$ cat src/rtl/tracker_pkg.sv
// Shared types and the colour classification function for the multi-target colour tracker.
// Coordinates are carried at COORD_W bits internally and trimmed to HW/VW at the outputs.
package tracker_pkg;

  localparam int RED_MARGIN_DEF = 4;
  localparam int COORD_W        = 16;

  typedef struct packed {
    logic [3:0] r;
    logic [3:0] g;
    logic [3:0] b;
  } rgb444_t;

  typedef struct packed {
    logic [COORD_W-1:0] xmin;
    logic [COORD_W-1:0] xmax;
    logic [COORD_W-1:0] ymin;
    logic [COORD_W-1:0] ymax;
  } bbox_t;

  // Min fields start at all-ones so the first matched pixel always replaces them.
  localparam bbox_t BBOX_RESET = '{xmin: {COORD_W{1'b1}}, xmax: '0,
                                   ymin: {COORD_W{1'b1}}, ymax: '0};

  typedef enum logic [2:0] {
    S_IDLE,
    S_LOAD,
    S_DIV_START,
    S_DIV_WAIT,
    S_PUBLISH
  } state_t;

  function automatic logic [4:0] abs_diff5(input logic [3:0] a, input logic [3:0] b);
    return (a >= b) ? ({1'b0, a} - {1'b0, b}) : ({1'b0, b} - {1'b0, a});
  endfunction

  // Five-bit arithmetic throughout, so neither the differences nor channel+margin can wrap.
  function automatic logic colour_match(input rgb444_t    pix,
                                        input rgb444_t    goal,
                                        input logic [3:0] tol,
                                        input logic       mode,
                                        input logic [4:0] margin);
    if (mode) begin
      return ({1'b0, pix.r} > ({1'b0, pix.g} + margin)) &&
             ({1'b0, pix.r} > ({1'b0, pix.b} + margin));
    end
    return (abs_diff5(pix.r, goal.r) <= {1'b0, tol}) &&
           (abs_diff5(pix.g, goal.g) <= {1'b0, tol}) &&
           (abs_diff5(pix.b, goal.b) <= {1'b0, tol});
  endfunction

endpackage

$ cat src/rtl/iter_divider.sv
// Restoring unsigned divider, one quotient bit per cycle.
// done pulses DIV_W+1 cycles after an accepted start; results hold until the next start.
module iter_divider #(
  parameter int DIV_W = 32
) (
  input  logic             clk,
  input  logic             reset,
  input  logic             i_start,
  input  logic [DIV_W-1:0] i_dividend,
  input  logic [DIV_W-1:0] i_divisor,
  output logic             o_done,
  output logic [DIV_W-1:0] o_quotient,
  output logic [DIV_W-1:0] o_remainder
);

  localparam int CNT_W = $clog2(DIV_W + 1);

  logic             r_busy;
  logic [CNT_W-1:0] r_cnt;
  logic [DIV_W-1:0] r_quo;
  logic [DIV_W-1:0] r_rem;
  logic [DIV_W-1:0] r_div;
  logic             r_done;
  logic [DIV_W:0]   w_shift;
  logic [DIV_W:0]   w_diff;

  // The dividend shifts out of the top of r_quo while quotient bits shift in at the bottom.
  assign w_shift = {r_rem, r_quo[DIV_W-1]};
  assign w_diff  = w_shift - {1'b0, r_div};

  // NOTE: state registers use non-blocking assignments so every flop samples pre-edge values.
  always_ff @(posedge clk) begin
    if (reset) begin
      r_busy <= 1'b0;
      r_cnt  <= '0;
      r_quo  <= '0;
      r_rem  <= '0;
      r_div  <= '0;
      r_done <= 1'b0;
    end else begin
      r_done <= 1'b0;
      if (!r_busy) begin
        if (i_start) begin
          r_busy <= 1'b1;
          r_cnt  <= CNT_W'(DIV_W);
          r_quo  <= i_dividend;
          r_rem  <= '0;
          r_div  <= i_divisor;
        end
      end else begin
        if (!w_diff[DIV_W]) begin
          r_rem <= w_diff[DIV_W-1:0];
          r_quo <= {r_quo[DIV_W-2:0], 1'b1};
        end else begin
          r_rem <= w_shift[DIV_W-1:0];
          r_quo <= {r_quo[DIV_W-2:0], 1'b0};
        end
        r_cnt <= r_cnt - CNT_W'(1);
        if (r_cnt == CNT_W'(1)) begin
          r_busy <= 1'b0;
          r_done <= 1'b1;
        end
      end
    end
  end

  assign o_done      = r_done;
  assign o_quotient  = r_quo;
  assign o_remainder = r_rem;

endmodule

$ cat src/rtl/multi_color_tracker.sv
// Per-frame, per-target colour blob statistics with centroids from one shared divider.
// Accumulators run continuously; snapshots at end of frame feed a fixed-latency divide sequence.
module multi_color_tracker
  import tracker_pkg::*;
#(
  parameter int NUM_TARGETS = 2,
  parameter int HW          = 11,
  parameter int VW          = 10,
  parameter int SUM_W       = 32,
  parameter int RED_MARGIN  = RED_MARGIN_DEF,
  parameter int MIN_COUNT   = 16
) (
  input  logic                              clk,
  input  logic                              reset,
  input  logic                              pix_valid,
  input  logic [11:0]                       pixel,
  input  logic [HW-1:0]                     hcount,
  input  logic [VW-1:0]                     vcount,
  input  logic                              vsync,
  input  logic [NUM_TARGETS*12-1:0]         goal_pixel,
  input  logic [NUM_TARGETS*4-1:0]          goal_tol,
  input  logic [NUM_TARGETS-1:0]            goal_mode,
  output logic [NUM_TARGETS-1:0]            match,
  output logic [NUM_TARGETS*HW-1:0]         x_center,
  output logic [NUM_TARGETS*VW-1:0]         y_center,
  output logic [NUM_TARGETS*2*(HW+VW)-1:0]  bbox,
  output logic [NUM_TARGETS*SUM_W-1:0]      pix_count,
  output logic [NUM_TARGETS-1:0]            found,
  output logic                              results_valid,
  output logic                              busy,
  output logic [7:0]                        overrun_cnt
);

  localparam int NQ    = 2 * NUM_TARGETS;
  localparam int IDX_W = $clog2(NQ);
  localparam int TGT_W = (NUM_TARGETS > 1) ? $clog2(NUM_TARGETS) : 1;
  localparam int BB_W  = 2 * (HW + VW);

  logic                      r_vsync_q;
  logic                      w_eof;
  logic [NUM_TARGETS*12-1:0] r_goal_pixel;
  logic [NUM_TARGETS*4-1:0]  r_goal_tol;
  logic [NUM_TARGETS-1:0]    r_goal_mode;

  logic [SUM_W-1:0] r_acc_cnt  [NUM_TARGETS];
  logic [SUM_W-1:0] r_acc_sx   [NUM_TARGETS];
  logic [SUM_W-1:0] r_acc_sy   [NUM_TARGETS];
  bbox_t            r_acc_bb   [NUM_TARGETS];
  logic [SUM_W-1:0] r_snap_cnt [NUM_TARGETS];
  logic [SUM_W-1:0] r_snap_sx  [NUM_TARGETS];
  logic [SUM_W-1:0] r_snap_sy  [NUM_TARGETS];
  bbox_t            r_snap_bb  [NUM_TARGETS];
  logic [HW-1:0]    r_qx       [NUM_TARGETS];
  logic [VW-1:0]    r_qy       [NUM_TARGETS];

  state_t           r_state, w_state_next;
  logic [IDX_W-1:0] r_idx;
  logic [TGT_W-1:0] w_tgt;
  logic             w_last;
  logic             w_div_start;
  logic             w_div_done;
  logic [SUM_W-1:0] w_dividend, w_divisor, w_div_q, w_div_rem, w_qval;

  assign w_eof = vsync & ~r_vsync_q;

  always_comb begin
    match = '0;
    for (int t = 0; t < NUM_TARGETS; t++) begin
      match[t] = colour_match(rgb444_t'(pixel), rgb444_t'(r_goal_pixel[t*12 +: 12]),
                              r_goal_tol[t*4 +: 4], r_goal_mode[t], 5'(RED_MARGIN));
    end
  end

  // NOTE: the accumulator arrays are real registers, so they are reset (not left to a memory).
  always_ff @(posedge clk) begin
    if (reset) begin
      r_vsync_q    <= 1'b0;
      r_goal_pixel <= '0;
      r_goal_tol   <= '0;
      r_goal_mode  <= '0;
      for (int t = 0; t < NUM_TARGETS; t++) begin
        r_acc_cnt[t] <= '0;
        r_acc_sx[t]  <= '0;
        r_acc_sy[t]  <= '0;
        r_acc_bb[t]  <= BBOX_RESET;
      end
    end else begin
      r_vsync_q <= vsync;
      if (w_eof) begin
        r_goal_pixel <= goal_pixel;
        r_goal_tol   <= goal_tol;
        r_goal_mode  <= goal_mode;
        for (int t = 0; t < NUM_TARGETS; t++) begin
          r_acc_cnt[t] <= '0;
          r_acc_sx[t]  <= '0;
          r_acc_sy[t]  <= '0;
          r_acc_bb[t]  <= BBOX_RESET;
        end
      end else if (pix_valid) begin
        for (int t = 0; t < NUM_TARGETS; t++) begin
          if (match[t]) begin
            if (r_acc_cnt[t] != '1) r_acc_cnt[t] <= r_acc_cnt[t] + SUM_W'(1);
            r_acc_sx[t] <= r_acc_sx[t] + SUM_W'(hcount);
            r_acc_sy[t] <= r_acc_sy[t] + SUM_W'(vcount);
            if (COORD_W'(hcount) < r_acc_bb[t].xmin) r_acc_bb[t].xmin <= COORD_W'(hcount);
            if (COORD_W'(hcount) > r_acc_bb[t].xmax) r_acc_bb[t].xmax <= COORD_W'(hcount);
            if (COORD_W'(vcount) < r_acc_bb[t].ymin) r_acc_bb[t].ymin <= COORD_W'(vcount);
            if (COORD_W'(vcount) > r_acc_bb[t].ymax) r_acc_bb[t].ymax <= COORD_W'(vcount);
          end
        end
      end
    end
  end

  // A frame ending while the divide sequence runs is dropped, leaving the snapshot intact.
  always_ff @(posedge clk) begin
    if (reset) begin
      overrun_cnt <= '0;
      for (int t = 0; t < NUM_TARGETS; t++) begin
        r_snap_cnt[t] <= '0;
        r_snap_sx[t]  <= '0;
        r_snap_sy[t]  <= '0;
        r_snap_bb[t]  <= BBOX_RESET;
      end
    end else if (w_eof) begin
      if (r_state == S_IDLE) begin
        for (int t = 0; t < NUM_TARGETS; t++) begin
          r_snap_cnt[t] <= r_acc_cnt[t];
          r_snap_sx[t]  <= r_acc_sx[t];
          r_snap_sy[t]  <= r_acc_sy[t];
          r_snap_bb[t]  <= r_acc_bb[t];
        end
      end else if (overrun_cnt != 8'hFF) begin
        overrun_cnt <= overrun_cnt + 8'd1;
      end
    end
  end

  assign w_tgt      = TGT_W'(r_idx >> 1);
  assign w_last     = (r_idx == IDX_W'(NQ - 1));
  assign w_dividend = r_idx[0] ? r_snap_sy[w_tgt] : r_snap_sx[w_tgt];
  assign w_divisor  = r_snap_cnt[w_tgt];
  assign w_qval     = (w_divisor == '0) ? '0 : w_div_q;

  always_ff @(posedge clk) begin
    if (reset) r_state <= S_IDLE;
    else       r_state <= w_state_next;
  end

  // NOTE: every combinational output gets a default first, so no path can infer a latch.
  always_comb begin
    w_state_next = r_state;
    w_div_start  = 1'b0;
    case (r_state)
      S_IDLE:      if (w_eof) w_state_next = S_LOAD;
      S_LOAD:      w_state_next = S_DIV_START;
      S_DIV_START: begin
        w_div_start  = 1'b1;
        w_state_next = S_DIV_WAIT;
      end
      S_DIV_WAIT:  if (w_div_done) w_state_next = w_last ? S_PUBLISH : S_DIV_START;
      S_PUBLISH:   w_state_next = S_IDLE;
      default:     w_state_next = S_IDLE;
    endcase
  end

  iter_divider #(.DIV_W(SUM_W)) u_div (
    .clk         (clk),
    .reset       (reset),
    .i_start     (w_div_start),
    .i_dividend  (w_dividend),
    .i_divisor   (w_divisor),
    .o_done      (w_div_done),
    .o_quotient  (w_div_q),
    .o_remainder (w_div_rem)
  );

  // The final quotient is forwarded straight into the outputs so they change with results_valid.
  always_ff @(posedge clk) begin
    if (reset) begin
      r_idx     <= '0;
      x_center  <= '0;
      y_center  <= '0;
      bbox      <= '0;
      pix_count <= '0;
      found     <= '0;
      for (int t = 0; t < NUM_TARGETS; t++) begin
        r_qx[t] <= '0;
        r_qy[t] <= '0;
      end
    end else if (r_state == S_LOAD) begin
      r_idx <= '0;
    end else if (r_state == S_DIV_WAIT && w_div_done) begin
      if (r_idx[0]) r_qy[w_tgt] <= VW'(w_qval);
      else          r_qx[w_tgt] <= HW'(w_qval);
      if (!w_last) begin
        r_idx <= r_idx + IDX_W'(1);
      end else begin
        for (int t = 0; t < NUM_TARGETS; t++) begin
          x_center[t*HW +: HW]       <= r_qx[t];
          y_center[t*VW +: VW]       <= (TGT_W'(t) == w_tgt) ? VW'(w_qval) : r_qy[t];
          pix_count[t*SUM_W +: SUM_W] <= r_snap_cnt[t];
          found[t]                   <= (r_snap_cnt[t] >= SUM_W'(MIN_COUNT));
          bbox[t*BB_W +: BB_W]       <= (r_snap_cnt[t] == '0) ? '0 :
                                        {r_snap_bb[t].xmin[HW-1:0], r_snap_bb[t].xmax[HW-1:0],
                                         r_snap_bb[t].ymin[VW-1:0], r_snap_bb[t].ymax[VW-1:0]};
        end
      end
    end
  end

  assign results_valid = (r_state == S_PUBLISH);
  assign busy          = (r_state != S_IDLE);

endmodule

$ cat config.mk
export PLATFORM = sky130hd
export DESIGN_NAME = multi_color_tracker
export DESIGN_NICKNAME = d
export VERILOG_FILES = /design/src/rtl/tracker_pkg.sv /design/src/rtl/iter_divider.sv /design/src/rtl/multi_color_tracker.sv
export SDC_FILE = /design/constraint.sdc
export NUM_CORES = 2
export LEC_CHECK = 0
export CAP_MARGIN = 10
export CORE_MARGIN = 10
export CORE_UTILIZATION = 30
export DETAILED_ROUTE_END_ITERATION = 7
export GPL_ROUTABILITY_DRIVEN = 0
export PLACE_DENSITY = 0.51
export SLEW_MARGIN = 5
export SYNTH_ARGS = -nofsm -noshare
export SYNTH_HDL_FRONTEND = slang
export SYNTH_SLANG_ARGS = --single-unit
$ cat constraint.sdc
create_clock -name clk -period 9.7 [get_ports clk]
set_input_delay 1.455 -clock clk [delete_from_list [all_inputs] [get_ports clk]]
set_output_delay 1.455 -clock clk [all_outputs]
set_load 0.01 [all_outputs]
==> reports/results.ini <==
[routing]
wl_um=132000
drc=0
ant_nets=0
avgViaCountPerCell=4.84
vias=32429
first_pass_iters=5
wire_per_inst_um=19.7
drt_iter0_drc=2144

[setup_path]
slowest_delay_ns=0.63
slowest_stage=clkdlybuf4s50_1
endpoint_kind=output port
crit_path_start_kind=input pin
worstSetupPathType=input pin to output port
rr_worst_depth=17
worst-r2r-setup-slack_ns=4.06
required_ns=8.25
crit_chain=clkdlybuf4s50_1, inv_1, ha_1, a21o_1, a21o_1, a21oi_1, mux2_2, ha_1, nor2b_1, o21a_1, o21a_1, o21ai_0, o21ai_0, nor3_1, a22o_1, clkdlybuf4s50_1
critPathMaxFanout=5
regToRegStartpoint=r_goal_pixel[12]
worstReg2RegEnd=r_acc_bb[1][36]
worstPathArrival_ns=6.29

[sta]
tns_ns=0
skew_ns=0.0381
slew_violations=0
fin_crit_ns=7.74
finalCritPeriodShare_pct=79.8
worst_pin_slew_ns=1.20
clock.fmax_mhz=129
slew_headroom_pct=20.3
rsz0062_at_grt=no
whs_ns=0.454
hold_viol=0
setup_viol=0

[grt]
grt_max_degree=192
groute.usage.overall_pct=15.1
grt_overflow=0
grt_pass1_wl_um=200000
first_global_vias=32016
antenna_found_initial=4

[die]
row_count=143
die_h_um=412
chipWidth_um=412
start_util_pct=30.3
io_pins=275
core-area_um2=152000
dieArea_um2=170000

[worst_hold_path]
min_from=x_center[16]
min_to=x_center[16]
min_delay_path_depth=2
hold_class=register to register

[synthesis]
synth_ff_type=edfxtp_1
syn_inst=4368
syn_avg_cell_area_um2=10.6
ys_seq_area_share_pct=53.9
synth_nets=4698
ys_types=80
synth_edf_count=597
synthArstFlopShare_pct=0
ys_warn_count=0
syn_area_um2=46100
ys_ff_latch=943

[power_and_ir_drop]
power.density_nw_per_um2=190
irDropWorstVdd_mv=0.131
p_leak_nw=19.7

[clock_tree]
cts_tree=yes
clkTransAtPathRegs_ns=0.06
post_cts_buffers=0
cts_made_buffers=107
ctsHoldBuffers=0
insertion_delay_ns=0.73
clock_sinks=943
cts_buffer_depth=3
cts_resized=0
clock-root-buffer=clkbuf_16
ctsHtreeMaxLevel=3

[layout]
drive_gt1_share_pct=6.50
layoutNonFillerInstCount=6705
nFillCells=15103
post-route-util_pct=35.8
layout_common_cells=597 x edfxtp_1, 507 x nor2_1, 422 x nand2_1
antenna_cells=0
register_area_um2=24900
syn2layout_area_growth_pct=18.2
nNetsFinal=4912
multiInputGateArea_um2=19500
final_common_cell=edfxtp_1

[status]
outcome=complete, no violations

[placed_design]
io_buffers=274
dp_hpwl_um=92400
place_inst=6503

[flow_run]
maxCapViolCount=0

cells in the mapped netlist, drive strengths merged, types with 10 or more instances:
master	n	share of area (%)
mux2i	107	2.3
a21o	47	0.77
clkbuf	165	1.3
nor2b	48	0.65
o31a	17	0.32
nor2	510	4.2
edfxtp	597	39
a211oi	65	1.1
mux4	32	1.6
o21ai	106	1.2
o211ai	10	0.17
dfxtp	346	15
fa	17	0.74
nor3	103	1.1
nand3	89	0.97
a31oi	10	0.17
inv	239	1.9
or2	10	0.14
and4	14	0.27
a22oi	84	1.4
a21oi	280	3.0
o21a	29	0.47
nand4	42	0.58
xor2	91	1.7
ha	242	6.6
and2	241	3.3
nor4	26	0.35
buf	49	0.72
and3	41	0.56
nand2	426	3.5
nand2b	59	0.80
xnor2	117	2.2
state kept, by name, summed over array words and instances (netlist names), 6 cells and up, named ones only:
signal and flops:
r_acc_sy 64, bbox 84, u_div.r_cnt 6, u_div.o_remainder 32, u_div.r_div 32, r_snap_sx 64, u_div.o_quotient 32, r_goal_tol 8
r_acc_bb 88, r_snap_bb 84, x_center 22, pix_count 64, r_qx 22, r_qy 20, r_acc_cnt 64, y_center 20
overrun_cnt 8, r_snap_sy 64, r_goal_pixel 24, r_acc_sx 64, r_snap_cnt 64
layout make-up:
type / count / area share (%)
clock buffer: 138 / 5.41
clock inverter: 64 / 1.11
inverter: 239 / 1.65
multi-input combinational: 2972 / 35.8
sequential: 943 / 45.6
tap: 2030 / 4.66
timing repair buffer: 319 / 5.73
worst max path at each step:
stage                            to     start  slack, ns  depth (start not counted)
global route               match[0]  pixel[1]       1.65                         16
CTS                        match[0]  pixel[1]       1.88                         16
detailed placement         match[0]  pixel[1]       1.91                         16
finish                     match[0]  pixel[1]       1.96                         16
floorplan           r_snap_bb[0][0]     reset       0.43                          3
global placement           match[0]  pixel[1]       1.90                         16
per-stage QoR:
step	total power [mW]	area [µm²]	setup slack, ns
2_1_floorplan	5.95	46100	0.432
3_5_place_dp	6.35	50900	1.91
4_1_cts	10.5	54500	1.88
6_report	10.4	54500	1.96
3_3_place_gp	6.33	50900	1.90
5_1_grt	10.9	54500	1.65
critical path, delay by kind of cell:
family / cells / cell delay (ns)
simple gates: 2 / 0.57
compound gates: 8 / 1.80
fa+ha+maj: 2 / 0.64
mux: 1 / 0.38
buf+inv: 3 / 1.43
cells by family after synthesis:
group	synth area share, %
adders and majority gates	7.31
buffers and inverters	4.01
muxes	4.03
and+or+nand+nor	17.0
DFF	53.9
xor gates and xnor gates	3.95
AOI/OAI and AO/OA	9.82
routing by layer:
metal,global-route usage [%],up-vias,wire [µm]
met4,4.10,2,2880
met3,2.50,171,6560
met5,0,-,13
met2,24.3,668,60600
met1,20.8,15770,61800
li1,-,15818,-
where the power goes:
part	leakage [nW]	total, mW	switching [mW]	internal (mW)
combinational	9.03	1.62	0.953	0.667
clock	1.75	4.12	1.73	2.39
sequential	8.93	4.64	0.160	4.48
total	19.7	10.4	2.84	7.54
No activity file was read; power rests on OpenSTA's default activity.
